`src/rtl/mmio_uart_tx_pkg.sv`:
```
// Shared definitions for the MMIO UART transmitter: register word offsets,
// STATUS bit positions, FSM state encodings and the divisor clamp helper.
package mmio_uart_tx_pkg;

    localparam logic [1:0] REG_TXDATA  = 2'd0;
    localparam logic [1:0] REG_STATUS  = 2'd1;
    localparam logic [1:0] REG_DIVISOR = 2'd2;
    localparam logic [1:0] REG_DROPS   = 2'd3;

    localparam int STAT_EMPTY     = 0;
    localparam int STAT_FULL      = 1;
    localparam int STAT_BUSY      = 2;
    localparam int STAT_COUNT_LSB = 8;
    localparam int STAT_COUNT_W   = 4;

    typedef enum logic [1:0] {
        ST_IDLE  = 2'd0,
        ST_START = 2'd1,
        ST_DATA  = 2'd2,
        ST_STOP  = 2'd3
    } tx_state_e;

    // A programmed divisor of 0 would give zero-length bits; run it as 1.
    function automatic logic [15:0] eff_divisor(input logic [15:0] d);
        return (d == 16'd0) ? 16'd1 : d;
    endfunction

endpackage

```
`src/rtl/mmio_uart_tx_if.sv`:
```
// Register-bus bundle for the UART: word address, write data, byte enables,
// read enable and registered read data.
//   master : drives addr/din/bwe/ren, samples dout
//   slave  : samples addr/din/bwe/ren, drives dout
interface mmio_uart_tx_if #(
    parameter int ADDR_WIDTH = 4
);
    logic [ADDR_WIDTH-1:2] addr;
    logic [31:0]           din;
    logic [3:0]            bwe;
    logic                  ren;
    logic [31:0]           dout;

    modport master (output addr, output din, output bwe, output ren, input dout);
    modport slave  (input addr, input din, input bwe, input ren, output dout);
endinterface

```
`src/rtl/mmio_uart_tx_sync_fifo.sv`:
```
// Synchronous show-ahead FIFO used as the UART TX queue.
//   clk, resetn : clock, synchronous active-low reset
//   push, din   : enqueue request; accepted when not full, or when full and
//                 a pop happens in the same cycle
//   pop, dout   : dequeue request (ignored when empty); dout shows the head
//   count, full, empty : occupancy
module sync_fifo #(
    parameter int WIDTH = 8,
    parameter int DEPTH = 8
) (
    input  logic                     clk,
    input  logic                     resetn,
    input  logic                     push,
    input  logic                     pop,
    input  logic [WIDTH-1:0]         din,
    output logic [WIDTH-1:0]         dout,
    output logic [$clog2(DEPTH):0]   count,
    output logic                     full,
    output logic                     empty
);
    localparam int AW = $clog2(DEPTH);
    localparam int CW = AW + 1;

    logic [WIDTH-1:0] mem [DEPTH];
    logic [AW-1:0]    wr_ptr_q, rd_ptr_q;
    logic [CW-1:0]    count_q;
    logic             do_push, do_pop;

    assign empty   = (count_q == '0);
    assign full    = (count_q == CW'(DEPTH));
    assign do_pop  = pop && !empty;
    assign do_push = push && (!full || do_pop);
    assign dout    = mem[rd_ptr_q];
    assign count   = count_q;

    always_ff @(posedge clk) begin
        if (resetn && do_push) begin
            mem[wr_ptr_q] <= din;
        end
    end

    always_ff @(posedge clk) begin
        if (!resetn) begin
            wr_ptr_q <= '0;
            rd_ptr_q <= '0;
            count_q  <= '0;
        end else begin
            if (do_push) wr_ptr_q <= wr_ptr_q + AW'(1);
            if (do_pop)  rd_ptr_q <= rd_ptr_q + AW'(1);
            case ({do_push, do_pop})
                2'b10:   count_q <= count_q + CW'(1);
                2'b01:   count_q <= count_q - CW'(1);
                default: count_q <= count_q;
            endcase
        end
    end
endmodule

```
`src/rtl/mmio_uart_tx.sv`:
```
// Memory-mapped UART transmitter (8N1) with a TX FIFO.
//   clk, resetn : clock, synchronous active-low reset
//   bus         : register bus (slave); words TXDATA, STATUS, DIVISOR, DROPS
//   tx          : serial line, idle high
//
// state | meaning
// IDLE  | line high, waiting for a queued byte
// START | start bit (low) for DIVISOR cycles
// DATA  | 8 data bits, LSB first, DIVISOR cycles each
// STOP  | stop bit (high); next byte follows with no gap if queued
import mmio_uart_tx_pkg::*;

module mmio_uart_tx #(
    parameter int ADDR_WIDTH   = 4,
    parameter int CLKS_PER_BIT = 16,
    parameter int FIFO_DEPTH   = 8
) (
    input  logic           clk,
    input  logic           resetn,
    mmio_uart_tx_if.slave  bus,
    output logic           tx
);
    localparam int CW = $clog2(FIFO_DEPTH) + 1;
    localparam logic [ADDR_WIDTH-3:0] A_TXDATA  = (ADDR_WIDTH-2)'(REG_TXDATA);
    localparam logic [ADDR_WIDTH-3:0] A_STATUS  = (ADDR_WIDTH-2)'(REG_STATUS);
    localparam logic [ADDR_WIDTH-3:0] A_DIVISOR = (ADDR_WIDTH-2)'(REG_DIVISOR);
    localparam logic [ADDR_WIDTH-3:0] A_DROPS   = (ADDR_WIDTH-2)'(REG_DROPS);

    logic          wr_en, push_req, pop, drop;
    logic [7:0]    fifo_dout;
    logic [CW-1:0] fifo_count;
    logic          fifo_full, fifo_empty;
    logic [15:0]   divisor_q, divisor_d, div_eff;
    logic [7:0]    drops_q, drops_d;
    logic [31:0]   dout_q, dout_d, status;
    logic          unused_din;

    tx_state_e     state_q;
    logic [15:0]   cnt_q, div_q;
    logic [2:0]    bit_q;
    logic [7:0]    shift_q;
    logic          tx_q;

    assign wr_en      = |bus.bwe;
    assign push_req   = wr_en && (bus.addr == A_TXDATA) && bus.bwe[0];
    assign pop        = !fifo_empty &&
                        ((state_q == ST_IDLE) || ((state_q == ST_STOP) && (cnt_q == 16'd0)));
    assign drop       = push_req && fifo_full && !pop;
    assign div_eff    = eff_divisor(divisor_q);
    assign unused_din = ^bus.din[31:16];

    sync_fifo #(.WIDTH(8), .DEPTH(FIFO_DEPTH)) u_fifo (
        .clk    (clk),
        .resetn (resetn),
        .push   (push_req),
        .pop    (pop),
        .din    (bus.din[7:0]),
        .dout   (fifo_dout),
        .count  (fifo_count),
        .full   (fifo_full),
        .empty  (fifo_empty)
    );

    always_comb begin
        status = '0;
        status[STAT_EMPTY] = fifo_empty;
        status[STAT_FULL]  = fifo_full;
        status[STAT_BUSY]  = (state_q != ST_IDLE);
        status[STAT_COUNT_LSB +: STAT_COUNT_W] = STAT_COUNT_W'(fifo_count);
    end

    always_comb begin
        divisor_d = divisor_q;
        if (wr_en && (bus.addr == A_DIVISOR)) begin
            if (bus.bwe[0]) divisor_d[7:0]  = bus.din[7:0];
            if (bus.bwe[1]) divisor_d[15:8] = bus.din[15:8];
        end

        drops_d = drops_q;
        if (wr_en && (bus.addr == A_DROPS)) begin
            // A clear that coincides with a drop keeps that drop.
            drops_d = {7'd0, drop};
        end else if (drop && (drops_q != 8'hFF)) begin
            drops_d = drops_q + 8'd1;
        end

        dout_d = dout_q;
        if (bus.ren) begin
            case (bus.addr)
                A_STATUS:  dout_d = status;
                A_DIVISOR: dout_d = {16'd0, divisor_q};
                A_DROPS:   dout_d = {24'd0, drops_q};
                default:   dout_d = '0;
            endcase
        end
    end

    always_ff @(posedge clk) begin
        if (!resetn) begin
            divisor_q <= 16'(CLKS_PER_BIT);
            drops_q   <= '0;
            dout_q    <= '0;
        end else begin
            divisor_q <= divisor_d;
            drops_q   <= drops_d;
            dout_q    <= dout_d;
        end
    end

    // The divisor is latched into div_q at every frame start so that
    // register writes mid-frame only affect the following frame.
    always_ff @(posedge clk) begin
        if (!resetn) begin
            state_q <= ST_IDLE;
            cnt_q   <= '0;
            div_q   <= '0;
            bit_q   <= '0;
            shift_q <= '0;
            tx_q    <= 1'b1;
        end else begin
            case (state_q)
                ST_IDLE: begin
                    if (!fifo_empty) begin
                        state_q <= ST_START;
                        shift_q <= fifo_dout;
                        div_q   <= div_eff;
                        cnt_q   <= div_eff - 16'd1;
                        tx_q    <= 1'b0;
                    end
                end
                ST_START: begin
                    if (cnt_q == 16'd0) begin
                        state_q <= ST_DATA;
                        bit_q   <= '0;
                        tx_q    <= shift_q[0];
                        shift_q <= {1'b0, shift_q[7:1]};
                        cnt_q   <= div_q - 16'd1;
                    end else begin
                        cnt_q <= cnt_q - 16'd1;
                    end
                end
                ST_DATA: begin
                    if (cnt_q == 16'd0) begin
                        cnt_q <= div_q - 16'd1;
                        if (bit_q == 3'd7) begin
                            state_q <= ST_STOP;
                            tx_q    <= 1'b1;
                        end else begin
                            bit_q   <= bit_q + 3'd1;
                            tx_q    <= shift_q[0];
                            shift_q <= {1'b0, shift_q[7:1]};
                        end
                    end else begin
                        cnt_q <= cnt_q - 16'd1;
                    end
                end
                ST_STOP: begin
                    if (cnt_q == 16'd0) begin
                        if (!fifo_empty) begin
                            state_q <= ST_START;
                            shift_q <= fifo_dout;
                            div_q   <= div_eff;
                            cnt_q   <= div_eff - 16'd1;
                            tx_q    <= 1'b0;
                        end else begin
                            state_q <= ST_IDLE;
                        end
                    end else begin
                        cnt_q <= cnt_q - 16'd1;
                    end
                end
                default: state_q <= ST_IDLE;
            endcase
        end
    end

    assign bus.dout = dout_q;
    assign tx       = tx_q;
endmodule
```
`src/flat_wrapper.sv`:
```
// flat-port wrapper written by rule: the top's interface ports become plain ports
module mmio_uart_tx_flat 
#(
    parameter int ADDR_WIDTH   = 4,
    parameter int CLKS_PER_BIT = 16,
    parameter int FIFO_DEPTH   = 8
)
  (clk, resetn, tx, bus_addr, bus_din, bus_bwe, bus_ren, bus_dout);
  mmio_uart_tx_if #(.ADDR_WIDTH(ADDR_WIDTH)) bus_i ();
  input  logic clk;
  input  logic resetn;
  output logic tx;
  input wire logic [$bits(bus_i.addr)-1:0] bus_addr;
  input wire logic [$bits(bus_i.din)-1:0] bus_din;
  input wire logic [$bits(bus_i.bwe)-1:0] bus_bwe;
  input wire logic [$bits(bus_i.ren)-1:0] bus_ren;
  output wire logic [$bits(bus_i.dout)-1:0] bus_dout;
  assign bus_i.addr = bus_addr;
  assign bus_i.din = bus_din;
  assign bus_i.bwe = bus_bwe;
  assign bus_i.ren = bus_ren;
  assign bus_dout = bus_i.dout;
  mmio_uart_tx #(.ADDR_WIDTH(ADDR_WIDTH), .CLKS_PER_BIT(CLKS_PER_BIT), .FIFO_DEPTH(FIFO_DEPTH)) u_core (.clk(clk), .resetn(resetn), .bus(bus_i), .tx(tx));
endmodule
```
`config.mk`:
```
export PLATFORM = sky130hd
export DESIGN_NAME = mmio_uart_tx_flat
export DESIGN_NICKNAME = d
export VERILOG_FILES = /design/src/rtl/mmio_uart_tx_pkg.sv /design/src/rtl/mmio_uart_tx_if.sv /design/src/rtl/mmio_uart_tx_sync_fifo.sv /design/src/rtl/mmio_uart_tx.sv /design/src/flat_wrapper.sv
export SDC_FILE = /design/constraint.sdc
export NUM_CORES = 1
export LEC_CHECK = 0
export BUFFER_PORTS_ARGS = -buffer_cell sky130_fd_sc_hd__clkbuf_2
export CAP_MARGIN = 10
export CORE_MARGIN = 2
export CORE_UTILIZATION = 62
export CTS_CLUSTER_DIAMETER = 40
export DETAILED_ROUTE_END_ITERATION = 7
export HOLD_SLACK_MARGIN = 0.1
export PLACE_DENSITY_LB_ADDON = 0.15
export SLEW_MARGIN = 10
export SYNTH_ARGS = -nofsm -noshare
export SYNTH_HDL_FRONTEND = slang
export SYNTH_SLANG_ARGS = --single-unit
```
`constraint.sdc`:
```
create_clock -name clk -period 8.94 [get_ports clk]
set_clock_uncertainty 0.15 [all_clocks]
set_input_delay 0.894 -clock clk [delete_from_list [all_inputs] [get_ports clk]]
set_output_delay 0.894 -clock clk [all_outputs]
set_load 0.1 [all_outputs]
```
==> results by group <==
Finish
  • Final #Nets: roughly 860
  • Layout cell share with drive strength beyond 1: 0.145
  • Fin util: 0.707
  • # fillers: 944
  • Post-route insts no fill: 990
  • P&R area growth vs syn: 11.0%
  • N_diodes: 0

Place
  • Placer's final routability congestion estimate: 0.922
  • Buffers added on ports: 41
  • Inst Count DP: approximately 960
  • Hpwl dp: 12.3 mm

Route
  • Routed wire per std cell: 18.2 microns
  • Detailed Route Iter0 Violations: approximately 540
  • # DRC: 0
  • Number of detailed-route iterations in the first pass: 5
  • Via density: 6.15
  • Final antenna-violating net count: 0
  • Final WL: around 18 mm
  • Vias: between 6000 and 7000

Hold path
  • HP Class: reg2reg
  • Worst Hold Depth: 2

Floorplan
  • Die area: 0.0139 sq mm
  • Die X: 118 microns
  • Number of cell rows: 41
  • Total core area: 0.0126 sq mm
  • Chip height: 118 microns
  • Ports: 74
  • Starting density of the core: 0.637

Setup path
  • Crit Path Class: reg2reg
  • Critical Path RT: 9.16 ns
  • Crit path buf inv count: 1
  • Max FO, Critical Path: 8
  • FF-to-FF setup slack: 5.05 ns
  • Element type at the critical path end: flop
  • Instance count on the critical path: 11
  • Slowest stage delay, CP: 0.56 ns
  • Slowest CP cell: or4bb_1
  • Crit-path cells: ha_1, or4bb_1, nor4_4, o211ai_1, inv_1, ha_1, a21o_1, a21o_1, or4_1, a21oi_1, o31a_1
  • Type of origin of the critical path: flop
  • Largest delay share family, worst path: simple AND/OR/NAND/NOR gates
  • WP data arrival: 4.11 ns
  • R2R depth: 11

Global routing
  • Overall Global Routing Usage: 0.268
  • Pin count of the biggest net entering global routing: 80
  • First-pass GRT wire length: 29.4 mm
  • Vias in the first global route: 5899
  • Overflow after GRT: 0
  • Antenna violations before repair: 0

Run status
  • Status: completed

CTS
  • Num CTS Buffers: 17
  • Post-cts gate resize count: 0
  • Postcts setup bufs: 0
  • TritonCTS clock tree: yes
  • Hold-fix buffer count after cts: 0
  • Clk slew on worst S/H paths: 0.07 ns
  • Max clock buf depth: 2
  • CTS sink cnt: 163
  • H-tree levels: 4
  • Root buf cell: clkbuf_16
  • Worst skew pair latency: around 0.43 ns

STA
  • Rel. slew slack: 0.299
  • RSZ-0062 raised after global routing: false
  • Final hold violations: 0
  • Final Max Slew Viols: 0
  • Worst-margin pin slew: 1.05 ns
  • Worst hold margin: 0.313 ns
  • Setup TNS: 0 ns
  • Max Clk Rate: about 0.26 GHz
  • Fin crit period: ~3.9 ns
  • Endpoints failing setup: 0
  • Period utilization: 0.435

Logic synthesis
  • Synth Instances: 778
  • Top cells by area, synth: dfxtp_1 (25%), edfxtp_1 (24%), mux4_2 (4.5%)
  • Async S/R FF share, synth: 0
  • Cell taking the most area after synthesis: dfxtp_1
  • Synthesized flop and latch total: 163
  • Top FF cell, synth: dfxtp_1
  • Post-Syn Area: 0.00804 sq mm
  • Seq/Total Area, Yosys: 0.486
  • Yosys cell types: 66
  • Post-synth top area share: 0.247
  • Number of flops mapped to enable cells by yosys: 64
  • Avg Inst Size Synth: about 10 sq um
  • Synthesis warning total: 0

Pwr
  • Leakage: 3.34 nW
  • Maximum vdd drop: 0.000176 V
  • Cell Pwr Density: around 300 mW/mm^2

Run
  • Max cap viols: 0
[cell usage after synthesis (5+ instances only)]
| cell type | instances |
|---|---|
| o2bb2ai_1 | 9 |
| o22ai_1 | 15 |
| or4_1 | 8 |
| nor3_1 | 17 |
| o21ai_0 | 19 |
| xnor2_1 | 26 |
| nor4_1 | 10 |
| edfxtp_1 | 64 |
| dfxtp_1 | 99 |
| a21oi_1 | 33 |
| inv_1 | 21 |
| mux4_2 | 16 |
| a21boi_0 | 19 |
| xor2_1 | 19 |
| nor2_1 | 56 |
| ha_1 | 16 |
| nand2_1 | 69 |
| buf_4 | 16 |
| or3_1 | 6 |
| buf_2 | 5 |
| and2_1 | 12 |
| o211ai_1 | 6 |
| clkbuf_1 | 34 |
| o211a_1 | 8 |
| a22oi_1 | 8 |
| nor2b_1 | 23 |
| mux2i_1 | 30 |
| nand2b_1 | 7 |
| nand3_1 | 40 |
[power breakdown]
part	switching (mW)	leakage, nW	total [mW]	internal, mW
sequential	0.0939	1.38	0.937	0.843
combinational	0.604	1.65	0.999	0.395
clock	0.333	0.305	0.763	0.430
total	1.03	3.34	2.70	1.67
[cells by family after synthesis]
logic type      Yosys count  synth area share
mux                      48            0.0850
flops                   163             0.486
buf+inv                  80            0.0486
fa+ha+maj                17            0.0274
other cells               1          0.000467
xor+xnor                 45            0.0491
compound gates          146             0.123
simple gates            278             0.180
[worst reg2reg max path: cells and delay by family, from the launching register on]
family / cells / cell delay [ns]
buffers and inverters: 1 / 0.17
AO/OA/AOI/OAI: 5 / 0.97
adder cells (fa/ha/maj): 2 / 0.65
AND/OR/NAND/NOR: 3 / 1.49
flip-flops: 1 / 0.41
[routing by layer]
layer  wire, microns  vias up  track usage
met5               0        -            0
met4             327        0        0.108
met3            1220       29       0.0577
met2            8350      250        0.402
met1            8100     2952        0.380
li1                -     2855            -
[sequential cells by signal, summed over array words and instances, names as in the netlist, 4 cells and up, named ones only]
register and flops:
u_core.div_q 16, u_core.shift_q 8, u_core.u_fifo.count 4, u_core.bus.dout 16, u_core.divisor_q 16, u_core.drops_q 8
u_core.u_fifo.mem 64, u_core.cnt_q 16
[path summary, 6_finish.rpt]
path | start | to
worst max-delay path | u_core.state_q[1]$_SDFFE_PN0P_ | u_core.u_fifo.count[3]$_SDFFE_PN0P_
worst max register to register | u_core.state_q[1]$_SDFFE_PN0P_ | u_core.u_fifo.count[3]$_SDFFE_PN0P_
worst min-delay path | u_core.bit_q[1]$_SDFFE_PN0P_ | u_core.bit_q[1]$_SDFFE_PN0P_
worst min register to register | u_core.bit_q[1]$_SDFFE_PN0P_ | u_core.bit_q[1]$_SDFFE_PN0P_
[per-stage QoR]
step                instance area (sq um)  power, mW  worst slack [ns]
floorplan                            8090       1.74              5.60
global placement                     8290       1.89              5.29
detailed placement                   8290       1.92              5.16
CTS                                  8920       2.69              5.14
global route                         8920       2.84              4.91
finish                               8920       2.70              5.05
[cells in the final DEF, fill, tap and decap left out, types with 6 or more instances in the layout]
| cell type | instances |
|---|---|
| dfxtp_1 | 99 |
| nand2_1 | 69 |
| edfxtp_1 | 64 |
| nor2_1 | 56 |
| clkbuf_2 | 41 |
| nand3_1 | 40 |
| a21oi_1 | 33 |
| mux2i_1 | 30 |
| xnor2_1 | 26 |
| nor2b_1 | 23 |
| inv_1 | 21 |
| o21ai_0 | 19 |
| xor2_1 | 19 |
| a21boi_0 | 19 |
| nor3_1 | 17 |
| clkbuf_16 | 17 |
| mux4_2 | 16 |
| ha_1 | 16 |
| conb_1 | 16 |
| o22ai_1 | 15 |
| and2_1 | 12 |
| buf_4 | 11 |
| nor4_1 | 9 |
| o2bb2ai_1 | 9 |
| or4_1 | 8 |
| o211a_1 | 8 |
| a22oi_1 | 8 |
| nand2b_1 | 7 |
| o211ai_1 | 6 |
| or3_1 | 6 |
[cell type report]
cell class,count,area [sq um],area share
Clock buffer,17,425,0.0477
Clock inverter,15,205,0.0230
Inverter,21,78.8,0.00884
Multi-Input combinational cell,550,3800,0.426
Sequential cell,163,3900,0.438
Tap cell,172,215,0.0241
Timing Repair Buffer,52,288,0.0323
Note: power is estimated with default switching activity, not from simulation.
